**config.mk**
```make
export PLATFORM = sky130hd
export DESIGN_NAME = if_fetch
export DESIGN_NICKNAME = d
export VERILOG_FILES = /design/src/rtl/if_fetch.sv
export SDC_FILE = /design/constraint.sdc
export NUM_CORES = 1
export LEC_CHECK = 0
export ABC_AREA = 1
export ABC_CLOCK_PERIOD_IN_PS = 6150
export BUFFER_PORTS_ARGS = -buffer_cell sky130_fd_sc_hd__buf_2
export CAP_MARGIN = 25
export CELL_PAD_IN_SITES_DETAIL_PLACEMENT = 1
export CELL_PAD_IN_SITES_GLOBAL_PLACEMENT = 1
export CORE_UTILIZATION = 43
export CTS_CLUSTER_SIZE = 16
export DETAILED_ROUTE_END_ITERATION = 10
export PLACE_DENSITY_LB_ADDON = 0.1
export SLEW_MARGIN = 30
export SYNTH_ARGS = -nofsm -noshare
export SYNTH_HDL_FRONTEND = slang
export SYNTH_SLANG_ARGS = --single-unit
```
**constraint.sdc**
```tcl
create_clock -name clk -period 6.15 [get_ports clk]
set_clock_uncertainty 0.1 [all_clocks]
set_input_delay 0.615 -clock clk [delete_from_list [all_inputs] [get_ports clk]]
set_output_delay 0.615 -clock clk [all_outputs]
set_load 0.01 [all_outputs]
```
**src/rtl/if_fetch.sv**
```systemverilog
// Instruction fetch stage: owns the fetch PC, issues in-order imem requests and buffers responses for id.
// Optional IFU_PERF_CNT_EN adds grant and redirect counters (fetch_cnt_o, flush_cnt_o).
module if_fetch #(
   parameter logic [31:0] RESET_PC   = 32'h0000_0000,
   parameter int          FIFO_DEPTH = 2
) (
   input  logic        clk,
   input  logic        rst,
   output logic        imem_req_o,
   output logic [31:0] imem_addr_o,
   input  logic        imem_gnt_i,
   input  logic        imem_rvalid_i,
   input  logic [31:0] imem_rdata_i,
   input  logic        redirect_i,
   input  logic [31:0] redirect_pc_i,
   input  logic        stall_i,
   output logic [31:0] pc_o,
   output logic [31:0] inst_o,
   output logic        inst_valid_o
`ifdef IFU_PERF_CNT_EN
   ,
   output logic [31:0] fetch_cnt_o,
   output logic [31:0] flush_cnt_o
`endif
);

   localparam int PTR_W = (FIFO_DEPTH > 1) ? $clog2(FIFO_DEPTH) : 1;
   localparam int CNT_W = $clog2(FIFO_DEPTH) + 1;
   localparam logic [31:0]      NOP      = 32'h0000_0013;
   localparam logic [CNT_W:0]   CAP      = (CNT_W + 1)'(FIFO_DEPTH);
   localparam logic [CNT_W-1:0] CNT_ZERO = {CNT_W{1'b0}};
   localparam logic [CNT_W-1:0] CNT_ONE  = CNT_W'(1'b1);
   localparam logic [PTR_W-1:0] PTR_ZERO = {PTR_W{1'b0}};
   localparam logic [PTR_W-1:0] PTR_ONE  = PTR_W'(1'b1);

   typedef enum logic [1:0] {
      BOOT  = 2'd0,
      RUN   = 2'd1,
      FLUSH = 2'd2
   } state_t;

   state_t           state_r;
   state_t           state_s;
   logic [31:0]      fetch_pc_r;
   logic [31:0]      head_pc_r;
   logic [CNT_W-1:0] outstanding_r;
   logic [CNT_W-1:0] drop_cnt_r;
   logic [CNT_W-1:0] drop_cnt_s;
   logic [CNT_W-1:0] inflight_s;
   logic [31:0]      fifo_mem_r [FIFO_DEPTH];
   logic [PTR_W-1:0] wr_ptr_r;
   logic [PTR_W-1:0] rd_ptr_r;
   logic [CNT_W-1:0] fifo_cnt_r;
   logic             req_s;
   logic             grant_s;
   logic             push_s;
   logic             pop_s;
   logic             drop_s;
   logic             valid_s;
   logic [31:0]      target_s;

   // Request cap, handshakes and the in-flight count a redirect must discard
   always_comb begin
      req_s      = (state_r != BOOT) &&
                   (({1'b0, outstanding_r} + {1'b0, fifo_cnt_r}) < CAP);
      grant_s    = req_s && imem_gnt_i;
      target_s   = redirect_pc_i & 32'hFFFF_FFFC;
      inflight_s = outstanding_r + CNT_W'(grant_s) - CNT_W'(imem_rvalid_i);
      drop_s     = imem_rvalid_i && (drop_cnt_r != CNT_ZERO);
      push_s     = imem_rvalid_i && (drop_cnt_r == CNT_ZERO) && !redirect_i;
      valid_s    = (fifo_cnt_r != CNT_ZERO);
      pop_s      = valid_s && !stall_i && !redirect_i;
   end

   // Next drop count and next FSM state
   always_comb begin
      drop_cnt_s = drop_cnt_r;
      state_s    = state_r;
      if (redirect_i) begin
         drop_cnt_s = inflight_s;
      end else if (drop_s) begin
         drop_cnt_s = drop_cnt_r - CNT_ONE;
      end else begin
         drop_cnt_s = drop_cnt_r;
      end
      case (state_r)
         BOOT: begin
            state_s = RUN;
         end
         RUN: begin
            if (redirect_i && (inflight_s != CNT_ZERO)) begin
               state_s = FLUSH;
            end else begin
               state_s = RUN;
            end
         end
         FLUSH: begin
            if (drop_cnt_s == CNT_ZERO) begin
               state_s = RUN;
            end else begin
               state_s = FLUSH;
            end
         end
         default: begin
            state_s = BOOT;
         end
      endcase
   end

   // FSM, fetch PC, outstanding and drop counters
   always_ff @(posedge clk or negedge rst) begin
      if (!rst) begin
         state_r       <= BOOT;
         fetch_pc_r    <= RESET_PC;
         outstanding_r <= CNT_ZERO;
         drop_cnt_r    <= CNT_ZERO;
      end else begin
         state_r       <= state_s;
         drop_cnt_r    <= drop_cnt_s;
         outstanding_r <= inflight_s;
         if (redirect_i) begin
            fetch_pc_r <= target_s;
         end else if (grant_s) begin
            fetch_pc_r <= fetch_pc_r + 32'd4;
         end else begin
            fetch_pc_r <= fetch_pc_r;
         end
      end
   end

   // Instruction buffer; a redirect empties it and suppresses that cycle's push/pop
   always_ff @(posedge clk or negedge rst) begin
      if (!rst) begin
         wr_ptr_r   <= PTR_ZERO;
         rd_ptr_r   <= PTR_ZERO;
         fifo_cnt_r <= CNT_ZERO;
         for (int i = 0; i < FIFO_DEPTH; i++) begin
            fifo_mem_r[i] <= NOP;
         end
      end else if (redirect_i) begin
         wr_ptr_r   <= PTR_ZERO;
         rd_ptr_r   <= PTR_ZERO;
         fifo_cnt_r <= CNT_ZERO;
      end else begin
         if (push_s) begin
            fifo_mem_r[wr_ptr_r] <= imem_rdata_i;
            wr_ptr_r             <= wr_ptr_r + PTR_ONE;
         end
         if (pop_s) begin
            rd_ptr_r <= rd_ptr_r + PTR_ONE;
         end
         fifo_cnt_r <= fifo_cnt_r + CNT_W'(push_s) - CNT_W'(pop_s);
      end
   end

   // PC of the instruction at the buffer head
   always_ff @(posedge clk or negedge rst) begin
      if (!rst) begin
         head_pc_r <= RESET_PC;
      end else if (redirect_i) begin
         head_pc_r <= target_s;
      end else if (pop_s) begin
         head_pc_r <= head_pc_r + 32'd4;
      end else begin
         head_pc_r <= head_pc_r;
      end
   end

`ifdef IFU_PERF_CNT_EN
   logic [31:0] fetch_cnt_r;
   logic [31:0] flush_cnt_r;

   // Performance counters, wrapping at 2^32
   always_ff @(posedge clk or negedge rst) begin
      if (!rst) begin
         fetch_cnt_r <= 32'd0;
         flush_cnt_r <= 32'd0;
      end else begin
         fetch_cnt_r <= fetch_cnt_r + {31'd0, grant_s};
         flush_cnt_r <= flush_cnt_r + {31'd0, redirect_i};
      end
   end

   assign fetch_cnt_o = fetch_cnt_r;
   assign flush_cnt_o = flush_cnt_r;
`endif

   assign imem_req_o   = req_s;
   assign imem_addr_o  = fetch_pc_r;
   assign pc_o         = head_pc_r;
   assign inst_valid_o = valid_s;
   assign inst_o       = valid_s ? fifo_mem_r[rd_ptr_r] : NOP;

endmodule

```
==> flow_summary.ini, run 1 <==
[global_routing]
grt_util_all_layers_pct = 28.3
grt_overflow = 0
met1_usage_pct = 34.3
grt_max_degree = 79
grt_pass1_vias = 7833
busiest_layer = met2
grt_pass1_wl_um = 40300
met2_track_utilization_from_global_routing_pct = 51.0
grt_antenna_before_repair = 1
grt.met3_usage_pct = 4.52

[sta]
timing.final.setup_violations = 0
slew_viol_final = 0
rsz0062_at_grt = no
transition_time_of_the_tightest_slew_check_pin_ns = 0.966
achievable-frequency_mhz = 336
final-hold-violation-count = 0
finalCritPeriodShare_pct = 48.4
period_needed_ns = 2.98
holdWs_ns = 0.0850
setup-tns-final_ns = 0
timing.slew.headroom_pct = 35.5

[clock_network]
worst_skew_pair.late_latency_ns = 0.43
clock-root-buffer = sky130_fd_sc_hd__clkbuf_16
post_cts_hold_buffer_count = 0
cts.htree.levels = 4
cts_resized = 0
clockBufferDepth = 2
cts.reportedPaths.clkPinSlew_ns = 0.07
tritoncts.num_buffers = 17
cts_tree = yes
cts_sinks = 134
cts.repair_timing.setup_buffer_count = 0

[finish]
design.final.nets = 1294
most_frequent_cells_in_the_layout = 363 x sky130_fd_sc_hd__nand2_1, 160 x sky130_fd_sc_hd__buf_2, 128 x sky130_fd_sc_hd__dfrtp_1
fill_cell_count = 2301
post_route_cells_drive_above_1_share_pct = 21.2
final_common_cell = sky130_fd_sc_hd__nand2_1
areaGrowthSynthToFinish_pct = 19.0
stdcell_area_um2 = 9310
post_layout_nonfiller_instances = 1455
regArea_um2 = 3360
combined_area_of_the_multi_input_logic_cells_um2 = 3710

[logic_synthesis]
yosys.cell_types.count = 39
synth-compound-area-share_pct = 11.8
post_synth_mux_area_share_pct = 0
seq_area_frac_synth_pct = 42.9
syn_area_per_cell_um2 = 7.32
postSynthCellCount = 1069
largest_family_of_logic_cells_by_synthesized_area = simple AND/OR/NAND/NOR gates
synth_seq_cells = 134
yosys_warnings = 0
post_synth_and_or_nand_nor_area_fraction_pct = 32.1
yosys.area_share.xor_xnor_pct = 1.90
netlist.top_cell.by_area = sky130_fd_sc_hd__dfrtp_1
synth_largest_type_area_fraction_pct = 40.9
syn_area_um2 = 7830
netlist_top_cells_area = sky130_fd_sc_hd__dfrtp_1 41%, sky130_fd_sc_hd__nand2_1 17%, sky130_fd_sc_hd__inv_1 6.1%, sky130_fd_sc_hd__nand3_1 4.9%, sky130_fd_sc_hd__o21ai_0 3.7%
post_synthesis_adder_cell_area_fraction_pct = 1.38

[floorplan]
die_area_um2 = 18700
boundaryPins = 168
coreArea_um2 = 17500
start_util_pct = 44.6
fp.dieW_um = 137
die-height_um = 137
core.rowCount = 48

[drt]
firstDrtPassIters = 4
post_drt_via_cell_ratio = 5.27
drcViolationCount = 0
drtIter0Drc = 342
via_count = 7675
routed_wire_length_per_instance_um = 17.5
drtAntennaViolNets = 0
routed_wirelength_um = 25400

[worst_setup_path]
critPathRequiredTime_ns = 6.37
highest_fanout_seen_on_the_critical_path = 6
crit_arrival_ns = 3.19
critPathKind = flop to flop
crit_path_end_kind = flop
rr_worst_depth = 13
timing.critical_path.from_type = flop

[power_and_ir_drop]
p_total_mw = 3.69
power_density_nw_per_um2 = 396
power.static_leakage_nw = 4.80
vdd.ir_drop.worst_uv = 216

[placement]
place.detailed.hpwl_um = 17900
dpl-instance-area_um2 = 8720
place_congestion = 0.874
numPortBuffers = 161
dp_cells = 1422

[worst_hold_path]
min-delay-path-class = input port to asynchronous set/reset pin

[flow_run]
cap_violations = 0

[outcome]
outcome = completed
-- Yosys cell counts (all sizes together) --
cell	number
nand2	375
inv	135
dfrtp	128
o21ai	102
nand3	83
nor2	74
a21oi	43
buf	26
nor3	18
clkbuf	15
o211ai	14
nand4	13
xor2	10
ha	7
xnor2	7
dfstp	6
o21bai	6
a31oi	2
a22oi	1
clkinv	1
conb	1
fa	1
or2	1
-- through the flow --
stage / util [%] / worst slack [ns]
after CTS: 53.1 / 3.15
final: 53.1 / 3.17
after global placement: 49.7 / 3.13
after detailed placement: 49.7 / 3.12
after global routing: 53.1 / 2.96
after floorplan: - / 3.40
-- sequential cells by signal (all words and copies together), names as in the netlist --
name / count
fifo_mem_r: 64
imem_addr_o: 30
pc_o: 30
drop_cnt_r: 2
fifo_cnt_r: 2
outstanding_r: 2
state_r: 2
rd_ptr_r: 1
wr_ptr_r: 1
-- layer usage --
layer / wire length (um) / up-vias / part of all wire (%)
met4: 533 / 2 / 2.1
met3: 1110 / 29 / 4.4
met5: 13 / - / 0.051
met1: 10800 / 3764 / 43
li1: - / 3697 / -
met2: 12900 / 183 / 51
-- critical path, stage by stage, from the launching register on --
cell                      delay [ns]
sky130_fd_sc_hd__dfrtp_1        0.42
sky130_fd_sc_hd__nand2_1        0.08
sky130_fd_sc_hd__inv_1          0.05
sky130_fd_sc_hd__fa_1           0.49
sky130_fd_sc_hd__nor3_4         0.29
sky130_fd_sc_hd__nand2_4        0.13
sky130_fd_sc_hd__ha_1           0.29
sky130_fd_sc_hd__inv_1          0.04
sky130_fd_sc_hd__ha_1           0.19
sky130_fd_sc_hd__xnor2_1        0.14
sky130_fd_sc_hd__xnor2_1        0.26
sky130_fd_sc_hd__nand2_1        0.17
sky130_fd_sc_hd__a21oi_1        0.17
sky130_fd_sc_hd__nand2_1        0.06
-- worst paths after layout --
path	from	endpoint	slack, ns
worst min register to register	fifo_mem_r[20]$_DFFE_PN0P_	fifo_mem_r[20]$_DFFE_PN0P_	0.39
worst min-delay path	rst	imem_addr_o[26]$_DFFE_PN0N_	0.08
worst max register to register	fifo_cnt_r[0]$_DFF_PN0_	state_r[0]$_DFF_PN0_	3.17
max in group asynchronous	rst	pc_o[31]$_DFFE_PN0N_	4.59
worst max-delay path	fifo_cnt_r[0]$_DFF_PN0_	state_r[0]$_DFF_PN0_	3.17
min in group clk	redirect_pc_i[12]	imem_addr_o[12]$_DFFE_PN0N_	0.33
-- logic make-up after synthesis --
group | after synthesis
compound gates | 168
xor+xnor | 17
fa+ha+maj | 8
buf+inv | 177
flops | 134
other cells | 1
simple gates | 564
-- final cells by class --
cell class / count / share of cell area [%]
Multi-Input combinational cell: 761 / 39.9
Sequential cell: 134 / 36.1
Timing Repair Buffer: 166 / 9.12
Inverter: 136 / 5.51
Clock buffer: 19 / 4.76
Tap cell: 225 / 3.02
Clock inverter: 13 / 1.61
Antenna cell: 1 / 0.0269
-- where the power goes --
part	internal (mW)	leakage (nW)	total [mW]	switching, mW
registers	1.20	1.67	1.47	0.272
clock network	0.613	0.284	1.04	0.426
logic	0.426	2.84	1.18	0.751
total	2.24	4.80	3.69	1.45
Power figures use the tool's default switching activity.
==> inputs of run 2 (changes only) <==
--- a/config.mk
+++ b/config.mk
@@ -6,12 +6,12 @@
 export NUM_CORES = 1
 export LEC_CHECK = 0
 export ABC_AREA = 1
-export ABC_CLOCK_PERIOD_IN_PS = 6150
+export ABC_CLOCK_PERIOD_IN_PS = 3040
 export BUFFER_PORTS_ARGS = -buffer_cell sky130_fd_sc_hd__buf_2
 export CAP_MARGIN = 25
 export CELL_PAD_IN_SITES_DETAIL_PLACEMENT = 1
 export CELL_PAD_IN_SITES_GLOBAL_PLACEMENT = 1
-export CORE_UTILIZATION = 43
+export CORE_UTILIZATION = 40
 export CTS_CLUSTER_SIZE = 16
 export DETAILED_ROUTE_END_ITERATION = 10
 export PLACE_DENSITY_LB_ADDON = 0.1
==> constraint.sdc (replaced) <==
create_clock -name clk -period 3.04 [get_ports clk]
set_clock_uncertainty 0.1 [all_clocks]
set_input_delay 0.304 -clock clk [delete_from_list [all_inputs] [get_ports clk]]
set_output_delay 0.304 -clock clk [all_outputs]
set_load 0.01 [all_outputs]
==> flow_summary.ini, run 2 (same netlist as run 1, synthesis figures left out) <==
[outcome]
outcome = completed

[drt]
drtAntennaViolNets = 0
drcViolationCount = 0
via_count = 7568
drtIter0Drc = 440
routed_wire_length_per_instance_um = 16.9
routed_wirelength_um = 25300
post_drt_via_cell_ratio = 5.06
firstDrtPassIters = 4

[clock_network]
clock-root-buffer = sky130_fd_sc_hd__clkbuf_16
worst_skew_pair.late_latency_ns = 0.43
clockBufferDepth = 2
cts_sinks = 134
cts_tree = yes
cts.reportedPaths.clkPinSlew_ns = 0.06
tritoncts.num_buffers = 17
cts.repair_timing.setup_buffer_count = 0
cts.htree.levels = 4

[sta]
holdWs_ns = 0.0142
setup-tns-final_ns = 0
timing.slew.headroom_pct = 56.5
timing.final.setup_violations = 0
achievable-frequency_mhz = 352
transition_time_of_the_tightest_slew_check_pin_ns = 0.652
slew_viol_final = 0
final-hold-violation-count = 0
rsz0062_at_grt = no
period_needed_ns = 2.84
finalCritPeriodShare_pct = 93.4

[finish]
finalCoreUtilization_pct = 49.7
largest_reg_flops = 64
design.final.nets = 1300
most_frequent_cells_in_the_layout = 362 x sky130_fd_sc_hd__nand2_1, 160 x sky130_fd_sc_hd__buf_2, 128 x sky130_fd_sc_hd__dfrtp_1
areaGrowthSynthToFinish_pct = 20.4
largest_register = fifo_mem_r
final_common_cell = sky130_fd_sc_hd__nand2_1
post_route_cells_drive_above_1_share_pct = 21.7

[placement]
place_congestion = 0.843
numPortBuffers = 161
place.detailed.hpwl_um = 18400

[power_and_ir_drop]
p_total_mw = 7.43
vdd.ir_drop.worst_uv = 487
power.static_leakage_nw = 4.83
power_density_nw_per_um2 = 788

[global_routing]
grt_pass1_wl_um = 40900
grt_max_degree = 65
grt_antenna_before_repair = 3
grt_overflow = 0
grt_pass1_vias = 7770
grt_util_all_layers_pct = 26.5

[floorplan]
coreArea_um2 = 19000
start_util_pct = 41.3
die-height_um = 142
fp.dieW_um = 142
core.rowCount = 50
boundaryPins = 168
die_area_um2 = 20100

[worst_setup_path]
critPathMaxStageDelay_ns = 0.49
critPathRequiredTime_ns = 3.25
timing.critical_path.from_type = flop
critPathSlowestCell = sky130_fd_sc_hd__fa_1
crit_arrival_ns = 3.05
critPathKind = flop to flop
crit_path_end_kind = flop
cell_chain_critical_path = nand2_1 -> inv_1 -> fa_1 -> nor3_4 -> nand2_4 -> ha_1 -> inv_1 -> ha_1 -> xnor2_2 -> xnor2_2 -> nand2_2 -> a21oi_1 -> nand2_1
highest_fanout_seen_on_the_critical_path = 6

[flow_run]
cap_violations = 0

[worst_hold_path]
min-delay-path-class = input port to flop
-- run 2: through the flow --
stage          instances  worst slack, ns  cell area (um2)
4_1_cts             1494           0.0313             9400
6_report            1496            0.201             9420
3_5_place_dp        1462           0.0962             8810
5_1_grt             1495         0.000379             9420
2_1_floorplan       1072            0.292             7840
3_3_place_gp        1462            0.221             8810
-- run 2: worst max-delay path, delay by kind of cell, from the launching register on --
family	cells	cell delay, ns
xor gates and xnor gates	2	0.36
and+or+nand+nor	5	0.64
AOI/OAI and AO/OA	1	0.16
DFF	1	0.42
buffers and inverters	2	0.09
adders and majority gates	3	0.98
-- run 2: cell type report --
type                    instances  area (um2)
clock inverters                13         150
diodes                          2        5.00
clock buffers                  18         429
flip-flops and latches        134        3360
well taps                     260         325
fillers                      2475        9530
repair buffers                172         910
multi-input cells             761        3730
inverters                     136         513
-- run 2: path summary, 6_finish.rpt --
check,start,to,slack (ns),cells after the start
hold reg to reg,fifo_mem_r[4]$_DFFE_PN1P_,fifo_mem_r[4]$_DFFE_PN1P_,0.37,2
setup reg to reg,fifo_cnt_r[0]$_DFF_PN0_,state_r[0]$_DFF_PN0_,0.20,13
max in group asynchronous,rst,pc_o[25]$_DFFE_PN0N_,1.74,3
min in group asynchronous,rst,imem_addr_o[26]$_DFFE_PN0N_,0.31,2
setup / recovery,fifo_cnt_r[0]$_DFF_PN0_,state_r[0]$_DFF_PN0_,0.20,13
hold / removal,imem_rdata_i[4],fifo_mem_r[4]$_DFFE_PN1P_,0.01,3
-- run 2: report_power, final --
part | internal, mW | switching, mW
clock | 1.22 | 0.857
sequential | 2.43 | 0.540
combinational | 0.896 | 1.49
-- run 2: routing by layer --
| metal | up-vias | global-route usage (%) | share of wire [%] |
|---|---|---|---|
| li1 | 3698 | - | - |
| met1 | 3640 | 33.1 | 44 |
| met2 | 185 | 45.1 | 48 |
| met3 | 45 | 4.29 | 3.9 |
| met4 | 0 | 11.9 | 3.7 |
| met5 | - | 0 | 0 |
-- run 2: timing repair --
item / in CTS / in global routing
endpoints found under the setup margin: 0 / 2
hold buffers: 1 / 0
endpoints found under the hold margin: 50 / 0
resized for setup: 0 / 3
